$ cat config.mk
export PLATFORM = sky130hd
export DESIGN_NAME = obstacle_spawner
export DESIGN_NICKNAME = d
export VERILOG_FILES = /design/src/rtl/obstacle_spawner.sv
export SDC_FILE = /design/constraint.sdc
export NUM_CORES = 1
export LEC_CHECK = 0
export ABC_CLOCK_PERIOD_IN_PS = 4700
export BUFFER_PORTS_ARGS = -buffer_cell sky130_fd_sc_hd__buf_2
export CORE_ASPECT_RATIO = 1.2
export CORE_UTILIZATION = 40
export CTS_BUF_LIST = sky130_fd_sc_hd__clkbuf_16
export DETAILED_ROUTE_END_ITERATION = 7
export GPL_ROUTABILITY_DRIVEN = 0
export PLACE_DENSITY = 0.65
export SLEW_MARGIN = 10
export SYNTH_ARGS = -nofsm -noshare
export SYNTH_HDL_FRONTEND = slang
export SYNTH_SLANG_ARGS = --single-unit
$ cat constraint.sdc
create_clock -name pixel_clk -period 4.7 [get_ports pixel_clk]
set_clock_uncertainty 0.2 [all_clocks]
set_input_delay 0.47 -clock pixel_clk [delete_from_list [all_inputs] [get_ports pixel_clk]]
set_output_delay 0.47 -clock pixel_clk [all_outputs]
set_load 0.02 [all_outputs]
$ cat src/rtl/obstacle_spawner.sv
// Multi-slot random obstacle placer: an always-running 16-bit LFSR feeds a small
// rejection-sampling FSM that fills N_OBJ (x, y) slots read through a registered port.
module obstacle_spawner #(
    parameter int          N_OBJ   = 4,
    parameter int          IDX_W   = 2,
    parameter int          COORD_W = 11,
    parameter int          X_MIN   = 0,
    parameter int          X_MAX   = 639,
    parameter int          Y_MIN   = 0,
    parameter int          Y_MAX   = 479,
    parameter logic [15:0] SEED    = 16'h0004,
    parameter int          MAX_TRY = 15
) (
    input  logic               pixel_clk,
    input  logic               reset,
    input  logic               spawn_req,
    input  logic [IDX_W-1:0]   spawn_idx,
    input  logic               clear_req,
    output logic               spawn_busy,
    output logic               spawn_done,
    output logic [N_OBJ-1:0]   valid_mask,
    input  logic [IDX_W-1:0]   rd_idx,
    output logic [COORD_W-1:0] rd_x,
    output logic [COORD_W-1:0] rd_y,
    output logic               rd_valid
);

    typedef enum logic [1:0] {IDLE, GEN_X, GEN_Y, COMMIT} state_t;

    localparam int TRY_W = (MAX_TRY < 2) ? 1 : $clog2(MAX_TRY + 1);
    localparam logic [15:0]        SEED_C    = (SEED == 16'h0000) ? 16'h0001 : SEED;
    localparam logic [COORD_W-1:0] XMIN_C    = COORD_W'(X_MIN);
    localparam logic [COORD_W-1:0] XMAX_C    = COORD_W'(X_MAX);
    localparam logic [COORD_W-1:0] YMIN_C    = COORD_W'(Y_MIN);
    localparam logic [COORD_W-1:0] YMAX_C    = COORD_W'(Y_MAX);
    localparam logic [TRY_W-1:0]   MAX_TRY_C = TRY_W'(MAX_TRY);

    function automatic logic in_window(input logic [COORD_W-1:0] v,
                                       input logic [COORD_W-1:0] lo,
                                       input logic [COORD_W-1:0] hi);
        return (v >= lo) && (v <= hi);
    endfunction

    state_t             state_q, state_d;
    logic [15:0]        lfsr_q, lfsr_d;
    logic [TRY_W-1:0]   try_q, try_d;
    logic               pend_q, pend_d;
    logic [IDX_W-1:0]   slot_q, slot_d;
    logic [COORD_W-1:0] x_tmp_q, x_tmp_d, y_tmp_q, y_tmp_d;
    logic               done_q, done_d;
    logic [N_OBJ-1:0]   valid_q, valid_d;
    logic [COORD_W-1:0] slot_x_q [N_OBJ];
    logic [COORD_W-1:0] slot_y_q [N_OBJ];
    logic [COORD_W-1:0] rd_x_q, rd_x_d, rd_y_q, rd_y_d;
    logic               rd_valid_q, rd_valid_d;
    logic [COORD_W-1:0] r;
    logic               idx_ok, try_last, accept;

    assign r      = lfsr_q[COORD_W-1:0];
    assign lfsr_d = {lfsr_q[14:0], lfsr_q[15] ^ lfsr_q[13] ^ lfsr_q[12] ^ lfsr_q[10]};

    always_comb begin
        state_d  = state_q;
        try_d    = try_q;
        x_tmp_d  = x_tmp_q;
        y_tmp_d  = y_tmp_q;
        idx_ok   = 1'b0;
        try_last = ((try_q + TRY_W'(1)) == MAX_TRY_C);
        for (int i = 0; i < N_OBJ; i++) begin
            if (spawn_idx == IDX_W'(i)) idx_ok = 1'b1;
        end
        unique case (state_q)
            IDLE: if (pend_q) state_d = GEN_X;
            GEN_X: begin
                if (in_window(r, XMIN_C, XMAX_C)) begin
                    x_tmp_d = r;
                    try_d   = '0;
                    state_d = GEN_Y;
                end else if (try_last) begin
                    x_tmp_d = XMIN_C;
                    try_d   = '0;
                    state_d = GEN_Y;
                end else begin
                    try_d = try_q + TRY_W'(1);
                end
            end
            GEN_Y: begin
                if (in_window(r, YMIN_C, YMAX_C)) begin
                    y_tmp_d = r;
                    try_d   = '0;
                    state_d = COMMIT;
                end else if (try_last) begin
                    y_tmp_d = YMIN_C;
                    try_d   = '0;
                    state_d = COMMIT;
                end else begin
                    try_d = try_q + TRY_W'(1);
                end
            end
            COMMIT:  state_d = IDLE;
            default: state_d = IDLE;
        endcase
        // A request is taken only when the FSM will be idle next cycle, so the
        // COMMIT edge can accept a back-to-back spawn while GEN_* ignore it.
        accept = spawn_req && idx_ok && (state_d == IDLE);
        pend_d = accept;
        slot_d = accept ? spawn_idx : slot_q;
        done_d = (state_q == COMMIT);
    end

    always_comb begin
        valid_d = clear_req ? '0 : valid_q;
        for (int i = 0; i < N_OBJ; i++) begin
            if (state_q == COMMIT && slot_q == IDX_W'(i)) valid_d[i] = 1'b1;
        end
        rd_x_d     = '0;
        rd_y_d     = '0;
        rd_valid_d = 1'b0;
        for (int i = 0; i < N_OBJ; i++) begin
            if (rd_idx == IDX_W'(i)) begin
                rd_x_d     = slot_x_q[i];
                rd_y_d     = slot_y_q[i];
                rd_valid_d = valid_q[i];
            end
        end
    end

    always_ff @(posedge pixel_clk) begin
        if (reset) begin
            state_q    <= IDLE;
            lfsr_q     <= SEED_C;
            try_q      <= '0;
            pend_q     <= 1'b0;
            slot_q     <= '0;
            x_tmp_q    <= '0;
            y_tmp_q    <= '0;
            done_q     <= 1'b0;
            valid_q    <= '0;
            rd_x_q     <= '0;
            rd_y_q     <= '0;
            rd_valid_q <= 1'b0;
            for (int i = 0; i < N_OBJ; i++) begin
                slot_x_q[i] <= '0;
                slot_y_q[i] <= '0;
            end
        end else begin
            state_q    <= state_d;
            lfsr_q     <= lfsr_d;
            try_q      <= try_d;
            pend_q     <= pend_d;
            slot_q     <= slot_d;
            x_tmp_q    <= x_tmp_d;
            y_tmp_q    <= y_tmp_d;
            done_q     <= done_d;
            valid_q    <= valid_d;
            rd_x_q     <= rd_x_d;
            rd_y_q     <= rd_y_d;
            rd_valid_q <= rd_valid_d;
            for (int i = 0; i < N_OBJ; i++) begin
                if (state_q == COMMIT && slot_q == IDX_W'(i)) begin
                    slot_x_q[i] <= x_tmp_q;
                    slot_y_q[i] <= y_tmp_q;
                end
            end
        end
    end

    assign spawn_busy = (state_q != IDLE);
    assign spawn_done = done_q;
    assign valid_mask = valid_q;
    assign rd_x       = rd_x_q;
    assign rd_y       = rd_y_q;
    assign rd_valid   = rd_valid_q;

endmodule

Word-level counts from Yosys, hierarchy flattened
Memory sizes are Yosys's and may differ from the RTL's. Cells that the tools add are included.

Shift-type cells: 0. Mux-type cells: 56. Bitwise logic cells: 11. Reductions and logical operators: 23. Eq/ne operators: 13. Divide/modulo/power cells: 0. Multiply operators: 0. Add/sub/neg operators: 1. Magnitude comparators: 3.

Operators by type and width (count): 11-bit 2-to-1 mux (19); 1-bit 2-to-1 mux (26); 2-bit == test, second input constant (8); 4-bit 2-to-1 mux (4); 2-bit nonzero test (8); 11-bit by 1-bit greater-or-equal comparator with 1-bit output, second input constant (1); 11-bit by 10-bit less-or-equal comparator with 1-bit output, second input constant (1); 11-bit by 9-bit less-or-equal comparator with 1-bit output, second input constant (1); 2-bit zero test (5); 2-bit 2-to-1 mux (5); 2-bit by 1-bit == test with 1-bit output, second input constant (4); 1-bit logical AND (8); 1-bit bitwise OR (8); 2-bit case mux with 4 select lines (1); 4-bit case mux with 2 select lines (1); 4-bit by 1-bit adder with 4-bit output, second input constant (1); 4-bit == test, second input constant (1); 2-bit AND reduction (2); 1-bit bitwise XOR (3).

Output and inout port bits: 29. RAM bits: 88. Word-level logic and storage cells: 124. Input bits: 8. Flip-flop bits (word level): 75. Memory bits (read-only): 0. Bits in latches: 0. Memories kept: 2.

Memory list: slot_x_q (words 4, width 11, rd ports 4, clocked after Yosys merged registers in 0, wr ports 4, RTL line 52) `logic [COORD_W-1:0] slot_x_q [N_OBJ];`; slot_y_q (words 4, width 11, rd ports 4, clocked after Yosys merged registers in 0, wr ports 4, RTL line 53) `logic [COORD_W-1:0] slot_y_q [N_OBJ];`.

Logic depth before layout (Yosys ltp)
Gate-level depths: netlist (run 1).

Depth in word-level cells: 7. Mapped depth: 8. Depth with buffers taken out: 7.

Worst setup path before layout (run 1)
OpenSTA, ideal clock, no wires.

Kind: reg-to-reg. Start point: reg state_q[0]. End point: mem slot_x_q[0][0], enable pin. Arrival: 1.770 ns. Cell stages (with the launch flop): 5. Setup slack: 2.348 ns. Data required time: 4.118 ns. Setup time: 0.382 ns. Period minus slack after synthesis: 2.352 ns. Path buffers: 1. Path through: dfxtp_1 -> ha_1 -> or3b_2 -> clkbuf_1 -> nand2b_1.

RTL lines: start, declared (RTL line 44) `state_t state_q, state_d;`; start signal, assigned (RTL line 147) `state_q <= state_d;`; end, declared (RTL line 52).

==> results of run 1 <==
-- flip-flops by register name, indices dropped and copies added, names as in the netlist --
register    count
rd_x           11
try_q           4
slot_y_q       44
y_tmp_q        11
slot_q          2
x_tmp_q        11
state_q         2
rd_y           11
slot_x_q       44
rd_valid        1
pend_q          1
lfsr_q         16
valid_mask      4
spawn_done      1
-- critical path, cell delays in order, from the launching register on --
cell	delay (ps)
dfxtp_1	420
ha_1	250
or3b_2	570
nand2b_1	800
-- area by class of cell --
class / count / share of cell area (%)
clock buffers: 17 / 5.81
clock inverters: 15 / 1.76
inverters: 16 / 0.820
multi-input cells: 274 / 28.6
flip-flops and latches: 163 / 56.6
well taps: 208 / 3.55
repair buffers: 40 / 2.87
-- cells by family after synthesis --
group | synth area share [%]
AO/OA/AOI/OAI | 5.06
XOR/XNOR | 0.549
flip-flops | 65.0
adder cells (fa/ha/maj) | 1.37
AND/OR/NAND/NOR | 17.3
multiplexers | 8.61
buffers and inverters | 2.20
-- report_power, final --
part           internal [mW]  total [mW]  leakage, nW  switching, mW
logic                  0.129       0.331        0.980          0.202
registers               1.57        1.60         1.52         0.0353
clock network          0.765        1.29        0.272          0.530
-- stage by stage --
stage          setup slack, ps  cells  instance area, µm²  hold WS [ps]
2_1_floorplan             2350    473                6380           214
3_3_place_gp              2150    701                6770           233
3_5_place_dp              2030    701                6770           240
4_1_cts                   2010    733                7320           100
5_1_grt                   1830    733                7330           111
6_report                  2060    733                7330           105
-- path summary, 6_finish.rpt --
kind | from | to | slack (ps) | cells after the start
setup / recovery | state_q[0] | slot_x_q[0][10] | 2060 | 3
hold / removal | spawn_idx[0] | slot_q[0] | 100 | 3
setup reg to reg | state_q[0] | slot_x_q[0][10] | 2060 | 3
hold reg to reg | lfsr_q[11] | lfsr_q[12] | 250 | 1
-- layer usage --
layer | vias to the layer above | global-route usage, % | share of wire, %
li1 | 1750 | - | -
met1 | 1760 | 18.0 | 42
met2 | 53 | 27.1 | 53
met3 | 18 | 3.68 | 2.6
met4 | 0 | 7.46 | 2.0
met5 | - | 0 | 0
-- cell usage in the layout, fill, tap and decap left out, types with 3 or more instances in the layout --
cell type and instances:
a22o_1 4, a32oi_1 3, o21ai_0 4, ha_1 7, mux4_2 23, nand4_1 3
nor2b_1 35, o2bb2ai_1 5, buf_2 36, inv_1 21, and2_1 72, edfxtp_1 88
a21oi_1 10, nand2_1 7, o22ai_1 5, clkbuf_16 17, nor2_1 37, buf_4 4
xnor2_1 3, nand3_1 5, nand2b_1 23, dfxtp_1 75, clkinvlp_4 5
==> results_dict.tcl, run 1 <==
set metrics [dict create \
    ys_types 44 \
    synth_area_um2 6380 \
    synth_warnings 0 \
    start_util_pct 41.0 \
    wirelength_um 11500 \
    vias_per_cell 4.89 \
    antenna_found_initial 0 \
    diodes 0 \
    drt_first_pass_iters 4 \
    total_power_mw 3.23 \
    die_area_um2 16500 \
    worstSkewPairLatency_ps 430 \
    grt_pass1_wl_um 18900 \
    placementRows 50 \
    h-tree-depth 4 \
    status "finished, final reports clean" \
    end_kind "flop" \
    io-pin-count 37 \
    synth_flop_cell "edfxtp_1" \
    utilization_pct 47.0 \
    ff_latch_area_um2 4140 \
    vias 3581 \
    globalRouteTotalUtil_pct 15.7 \
    required_ps 4540 \
    hold_violations 0 \
    final_max_slew_viol_count 0 \
    drt_iter0_markers 184 \
    synth_edf_count 88 \
    power.leakage_nw 2.77 \
    max_slew_margin_pct 21.7 \
    startpoint_type "flop" \
    drive_gt1_share_pct 18.1 \
    cts_setup_buffers 0 \
    syn2layout_area_growth_pct 14.8 \
    cts-root-buf "clkbuf_16" \
    max_cap_violations 0 \
    syn-num-nets 488 \
    postSynthCellCount 473 \
    netlist.top_cell.by_area "edfxtp_1" \
    period_share_pct 56.1 \
    io_buffers 36 \
    nFillCells 1368 \
    grt_max_degree 43 \
    grt_pass1_vias 3714 \
    die_h_um 140 \
    cts.sinks 163 \
    finalNetCount 527 \
    powerDensity_nw_per_um2 441 \
    critPathMaxFanout 22 \
    syn_area_per_cell_um2 13.5 \
    setup_viol_count_final 0 \
    clk_path_buf_depth 2 \
    irDropWorstVdd_mv 0.263 \
    postCtsHoldBufs 0 \
    hpwl_um 7430 \
    yosys-top-cells-count "edfxtp_1 (88), dfxtp_1 (75), and2_1 (72)" \
    hp-class "in -> reg" \
    post-route-min-period_ps 2640 \
    numCtsBuffers 17 \
    clk_pin_slew_ps 60 \
    crit_type "reg -> reg" \
    multi_input_area_um2 2100 \
    die_x_um 117 \
    routedWlPerCell_um 15.7 \
    synth_area_leaders "edfxtp_1 (41%), dfxtp_1 (24%), mux4_2 (8.1%)" \
    grt_overflow 0 \
    yosysMostFrequentCell "edfxtp_1" \
    synth-seq-cells 163 \
    drcViolationCount 0 \
    ys_seq_area_share_pct 65.0 \
    ys_async_sr_fraction_pct 0 \
    tightest_slew_ps 1170 \
    tns_ps 0 \
    antenna_left 0 \
    grt_setup_unrepaired "no" \
    critical_path_arrival_ps 2470 \
    cts_tree "built" \
    core_area_um2 15600 \
    synth_top_area_share_pct 41.4 \
    max_freq_mhz 379 \
    cts_resized 0 \
]
No activity file was read; power rests on OpenSTA's default activity.
==> run 2: changes to the inputs <==
--- a/config.mk
+++ b/config.mk
@@ -5,14 +5,15 @@
 export SDC_FILE = /design/constraint.sdc
 export NUM_CORES = 1
 export LEC_CHECK = 0
-export ABC_CLOCK_PERIOD_IN_PS = 4700
+export ABC_AREA = 1
+export ABC_CLOCK_PERIOD_IN_PS = 2300
 export BUFFER_PORTS_ARGS = -buffer_cell sky130_fd_sc_hd__buf_2
 export CORE_ASPECT_RATIO = 1.2
 export CORE_UTILIZATION = 40
 export CTS_BUF_LIST = sky130_fd_sc_hd__clkbuf_16
 export DETAILED_ROUTE_END_ITERATION = 7
 export GPL_ROUTABILITY_DRIVEN = 0
-export PLACE_DENSITY = 0.65
+export PLACE_DENSITY = 0.67
 export SLEW_MARGIN = 10
 export SYNTH_ARGS = -nofsm -noshare
 export SYNTH_HDL_FRONTEND = slang
==> constraint.sdc (replaced) <==
create_clock -name pixel_clk -period 2.3 [get_ports pixel_clk]
set_clock_uncertainty 0.2 [all_clocks]
set_input_delay 0.23 -clock pixel_clk [delete_from_list [all_inputs] [get_ports pixel_clk]]
set_output_delay 0.23 -clock pixel_clk [all_outputs]
set_load 0.02 [all_outputs]
==> run 2 against run 1 <==
Effect of this change:
- global-route usage increased by 2.0 points
- flip-flop and latch count unchanged
- clock power increased by 98%
- sequential share of layout area decreased by 0.058 points
- register-to-register slack got worse by 1700 ps
- wire length increased by 15%
- maximum frequency increased by 35%
- sequential power increased by 100%
- largest cell class unchanged
==> results_dict.tcl, run 2 <==
set metrics [dict create \
    required_ps 2160 \
    synth_edf_count 88 \
    clk_pin_slew_ps 60 \
    antenna_found_initial 0 \
    period_share_pct 85.1 \
    cts.sinks 163 \
    ff_latch_area_um2 4140 \
    h-tree-depth 4 \
    startpoint_type "flop" \
    vias 4369 \
    power.share.sequential_pct 52.2 \
    status "finished, final reports clean" \
    yosys-top-cells-count "nor2_1 (108), edfxtp_1 (88), dfxtp_1 (75), inv_1 (75), nand2_1 (65)" \
    slowest_stage "or2_2" \
    die_area_um2 16200 \
    r2r_start "state_q[1]" \
    cts-root-buf "clkbuf_16" \
    dr_wl_met2_um 6930 \
    netlist.top_cell.by_area "edfxtp_1" \
    critPathMaxFanout 22 \
    crit_type "reg -> reg" \
    nFillCells 1393 \
    diodes 0 \
    r2r_setup_slack_ps 340 \
    p_sw_share_pct 23.2 \
    tightest_slew_ps 525 \
    grt_pass1_vias 4261 \
    die_h_um 139 \
    path_buf_inv 1 \
    grt_max_degree 47 \
    final_cell_mix "nor2_1 (108), edfxtp_1 (88), inv_1 (76)" \
    max_stage_delay_ps 510 \
    place_area_um2 6750 \
    power_frac_clock_pct 41.6 \
    dp_worst_setup_slack_ps 355 \
    top_regs "slot_x_q: 44 flops, slot_y_q: 44 flops, lfsr_q: 16 flops" \
    irDropWorstVdd_mv 0.432 \
    numCtsBuffers 17 \
    antenna_left 0 \
    power.leakage_nw 2.87 \
    multi_input_area_um2 1730 \
    critical_path_arrival_ps 1820 \
    ys_async_sr_fraction_pct 0 \
    worstSkewPairLatency_ps 430 \
    globalRouteTotalUtil_pct 17.7 \
    tns_ps 0 \
    synth_area_um2 6290 \
    ff2ff_path_depth 4 \
    grt_setup_unrepaired "no" \
    worst-path-stages 4 \
    routedWlPerCell_um 15.0 \
    hp-class "in -> reg" \
    final_max_slew_viol_count 0 \
    power.switching_mw 1.42 \
    yosysMostFrequentCell "nor2_1" \
    io_buffers 36 \
    cp-endpoint "slot_x_q[1][5]" \
    syn_area_per_cell_um2 10.2 \
    max_cap_violations 0 \
    finalNetCount 677 \
    powerDensity_nw_per_um2 836 \
    drt_iter0_markers 312 \
    ys_seq_area_share_pct 65.9 \
    synth_warnings 0 \
    p_int_mw 4.71 \
    cts_resized 0 \
    max_slew_margin_pct 65.0 \
    syn-num-nets 629 \
    layout_commonest_cell "nor2_1" \
    synth_area_leaders "edfxtp_1 (42%), dfxtp_1 (24%), nor2_1 (6.4%)" \
    grt_pass1_wl_um 21300 \
    met3WireLength_um 610 \
    start_util_pct 41.5 \
    hold_violations 0 \
    worst_slack_ps 343 \
    top_layer_used "met4" \
    setup_viol_count_final 0 \
    clk_path_buf_depth 2 \
    cts_tree "built" \
    grt_overflow 0 \
    drcViolationCount 0 \
    postSynthCellCount 614 \
    syn2layout_area_growth_pct 16.7 \
    comb_power_share_pct 6.2 \
    min_path_cells 5 \
    drive_gt1_share_pct 15.3 \
    io-pin-count 37 \
    post-route-min-period_ps 1960 \
    wirelength_um 13200 \
    ys_types 28 \
    finish.instance_area_um2 7330 \
    max_freq_mhz 511 \
    synth_top_area_share_pct 42.0 \
    synth_flop_cell "edfxtp_1" \
    reg2reg_to "slot_x_q[1][5]" \
    drt_first_pass_iters 5 \
    hpwl_um 8570 \
    crit_chain "ha_1 > inv_1 > nor3_1 > or2_2" \
    core_area_um2 15100 \
    wirelength_met1_um 5320 \
    end_kind "flop" \
    synth-seq-cells 163 \
    die_x_um 116 \
    crit_start "state_q[1]" \
    vias_per_cell 4.97 \
    placementRows 49 \
    crit_family "simple AND/OR/NAND/NOR gates" \
]
==> run 2: cell types whose count changed after synthesis, moves of 22 or more <==
cell	change
and2_1	-72
nand2b_1	-23
inv_1	+59
nor2b_1	-35
nand3_1	+41
o21ai_0	+26
o211ai_1	+22
nor2_1	+70
nand2_1	+58
mux4_2	-23
==> run 2: how the worst min path moves through the flow <==
| stage | slack, ps | start | endpoint |
|---|---|---|---|
| global placement | 190 | lfsr_q[14] | lfsr_q[15] |
| CTS | 40 | rd_idx[1] | rd_valid |
| finish | 60 | rd_idx[1] | rd_valid |
| detailed placement | 210 | lfsr_q[11] | lfsr_q[12] |
| global route | 80 | rd_idx[1] | rd_valid |
| floorplan | 140 | clear_req | valid_mask[0] |
==> run 2: layout make-up <==
class / count / area share, %
clock inverters: 14 / 1.18
well taps: 204 / 3.48
multi-input cells: 342 / 23.6
inverters: 80 / 4.09
flip-flops and latches: 163 / 56.5
repair buffers: 58 / 5.05
clock buffers: 18 / 6.14
==> run 2: power groups by stage <==
stage / combinational (mW) / clock [mW] / sequential [mW]
floorplan: 0.219 / 0 / 3.29
global placement: 0.367 / 0 / 3.26
detailed placement: 0.378 / 0 / 3.26
CTS: 0.386 / 2.58 / 3.20
global route: 0.421 / 2.70 / 3.21
finish: 0.379 / 2.55 / 3.20
==> run 2: through the flow <==
stage                     util (%)  std cells  power [mW]  hold slack, ps
after floorplan                  -        614        3.51             141
after global placement        44.6        842        3.63             193
after detailed placement      44.6        842        3.64             213
after CTS                     48.4        879        6.17            43.6
after global routing          48.4        879        6.33            77.5
final                         48.4        879        6.13            59.6
==> run 2: repair_timing <==
action / CTS / global route
endpoints found under the hold margin: 9 / 0
hold buffers: 5 / 0
endpoints found under the setup margin: 0 / 0
buffers inserted: 0 / 0
==> run 2: cell families after synthesis <==
family                     share of synthesized area (%)
and+or+nand+nor                                     16.7
DFF                                                 65.9
buffers and inverters                               6.61
AOI/OAI and AO/OA                                   8.72
adders and majority gates                           1.39
xor gates and xnor gates                           0.677
==> run 2: worst register-to-register path, delay by kind of cell, from the launching register on <==
kind / cells / cell delay, ps
flip-flops: 1 / 400
adder cells (fa/ha/maj): 1 / 170
buffers and inverters: 1 / 70
AND/OR/NAND/NOR: 2 / 740
==> run 2: per-layer routing <==
metal / track usage [%] / vias to the layer above
li1: - / 2141
met1: 20.6 / 2076
met2: 30.5 / 126
met3: 3.44 / 26
met4: 8.70 / 0
met5: 0 / -
==> run 3: changes to the inputs <==
--- a/config.mk
+++ b/config.mk
@@ -9,11 +9,11 @@
 export ABC_CLOCK_PERIOD_IN_PS = 2300
 export BUFFER_PORTS_ARGS = -buffer_cell sky130_fd_sc_hd__buf_2
 export CORE_ASPECT_RATIO = 1.2
-export CORE_UTILIZATION = 40
+export CORE_UTILIZATION = 30
 export CTS_BUF_LIST = sky130_fd_sc_hd__clkbuf_16
 export DETAILED_ROUTE_END_ITERATION = 7
 export GPL_ROUTABILITY_DRIVEN = 0
-export PLACE_DENSITY = 0.67
+export PLACE_DENSITY = 0.56
 export SLEW_MARGIN = 10
 export SYNTH_ARGS = -nofsm -noshare
 export SYNTH_HDL_FRONTEND = slang
==> run 3 against run 2 <==
Effect of this change:
- utilization is 12 points lower
- final area is 1.5% higher
- sequential share of layout area fell by 0.83 points
- highest routed layer unchanged
- first-iteration DRC count fell by 11%
- count of clock-buffer cells in the layout shrank 1
- critical endpoint is now slot_q[1]
==> results_dict.tcl, run 3 (synthesized netlist as in run 2, its figures left out) <==
set metrics [dict create \
    status "finished, final reports clean" \
    routedWlPerCell_um 15.2 \
    globalRouteTotalUtil_pct 14.1 \
    core_area_um2 20400 \
    numCtsBuffers 17 \
    p_int_mw 4.73 \
    crit_type "reg -> reg" \
    slowest_stage "dfxtp_1" \
    h-tree-depth 4 \
    crit_family "simple AND/OR/NAND/NOR gates" \
    setup_viol_count_final 0 \
    power.share.sequential_pct 52.6 \
    grt_overflow 0 \
    grt_max_degree 34 \
    vias_per_cell 4.61 \
    drt_first_pass_iters 4 \
    nFillCells 2102 \
    hold_violations 0 \
    required_ps 2410 \
    drt_iter0_markers 278 \
    syn2layout_area_growth_pct 18.4 \
    crit_chain "inv_1 > ha_1 > nand2_1 > nand3_1 > nand3_2 > nand2_2 > nor2_4 > nand2_1 > nand2_1 > nor2_2" \
    io_buffers 36 \
    startpoint_type "flop" \
    max_stage_delay_ps 380 \
    post-route-min-period_ps 1960 \
    power.leakage_nw 2.91 \
    power.switching_mw 1.36 \
    max_freq_mhz 509 \
    cts-root-buf "clkbuf_16" \
    drcViolationCount 0 \
    irDropWorstVdd_mv 0.516 \
    die_area_um2 21500 \
    clk_path_buf_depth 2 \
    power_frac_clock_pct 40.9 \
    grt_setup_unrepaired "no" \
    critical_path_arrival_ps 2070 \
    cts.sinks 163 \
    placementRows 57 \
    tns_ps 0 \
    comb_power_share_pct 6.5 \
    cts_setup_buffers 0 \
    grt_pass1_wl_um 22900 \
    cts_resized 0 \
    antenna_found_initial 0 \
    layout_commonest_cell "nor2_1" \
    end_kind "flop" \
    p_sw_share_pct 22.4 \
    hp-class "in -> reg" \
    io-pin-count 37 \
    dp_cells 906 \
    final_cells 942 \
    path_buf_inv 1 \
    critPathMaxFanout 6 \
    die_x_um 134 \
    vias 4344 \
    hpwl_um 9510 \
    clk_pin_slew_ps 60 \
    die_h_um 161 \
    final_cell_mix "nor2_1 (108), edfxtp_1 (88), inv_1 (79)" \
    grt_pass1_vias 4290 \
    cpMostUsedCell "nand2_1" \
    wirelength_um 14300 \
    tightest_slew_ps 860 \
    final_max_slew_viol_count 0 \
    powerDensity_nw_per_um2 818 \
    max_cap_violations 0 \
    max_slew_margin_pct 42.5 \
    worstSkewPairLatency_ps 410 \
    antenna_left 0 \
    finalNetCount 680 \
    drive_gt1_share_pct 14.8 \
    start_util_pct 30.8 \
    cts_tree "built" \
    top_regs "slot_x_q: 44 flops, slot_y_q: 44 flops, lfsr_q: 16 flops" \
    diodes 0 \
    period_share_pct 85.3 \
]
[run 3: changes by cell type in the layout (fill, tap and decap cells not counted), moves of 2 or more]
| cell | change |
|---|---|
| clkinvlp_4 | -4 |
| inv_6 | -3 |
| buf_12 | +3 |
| inv_1 | +3 |
| clkinv_1 | +2 |
[run 3: metrics by stage]
step                      worst slack [ps]  utilization, %  instance area, µm²  total power [mW]  hold WS [ps]
after floorplan                        596               -                6290              3.51           141
after global placement                 318            33.8                6880              3.66           191
after detailed placement               327            33.8                6880              3.66           198
after CTS                              319            36.5                7440              6.15          72.7
after global routing                   132            36.5                7440              6.33          89.0
final                                  337            36.5                7440              6.09          84.7
[run 3: repair_timing]
action	CTS	global route
endpoints found under the setup margin	0	0
hold buffers	5	0
hold endpoints to repair	8	0
[run 3: power groups by stage]
stage / combinational [mW] / sequential [mW] / clock [mW]
after floorplan: 0.219 / 3.29 / 0
after global placement: 0.392 / 3.27 / 0
after detailed placement: 0.394 / 3.27 / 0
after CTS: 0.402 / 3.21 / 2.55
after global routing: 0.439 / 3.21 / 2.68
final: 0.395 / 3.20 / 2.49
[run 3: path summary, 6_finish.rpt]
kind	slack, ps	to	cells past startpoint	start
max	340	slot_q[1]	10	state_q[0]
min	80	rd_y[6]	5	rd_idx[0]
max reg2reg	340	slot_q[1]	10	state_q[0]
min reg2reg	200	lfsr_q[12]	2	lfsr_q[11]
[run 3: worst reg2reg max path: cells and delay by family, from the launching register on]
kind / cells / cell delay [ps]
AND/OR/NAND/NOR: 8 / 880
flip-flops: 1 / 380
buffers and inverters: 1 / 110
adder cells (fa/ha/maj): 1 / 290
[run 3: layout make-up]
cell class              count  area (µm²)  share of cell area [%]
well taps                 265         332                    4.45
repair buffers             61         430                    5.78
clock buffers              17         425                    5.72
flip-flops and latches    163        4140                    55.7
clock inverters            14        83.8                    1.13
inverters                  80         300                    4.03
multi-input cells         342        1730                    23.2
[run 3: per-layer routing]
metal  up-vias  track usage [%]  share of wire (%)
met2        84             23.7                 50
met3        24             3.28                3.9
met4         0             6.44                2.2
li1       2151                -                  -
met1      2085             17.1                 44
met5         -                0                  0
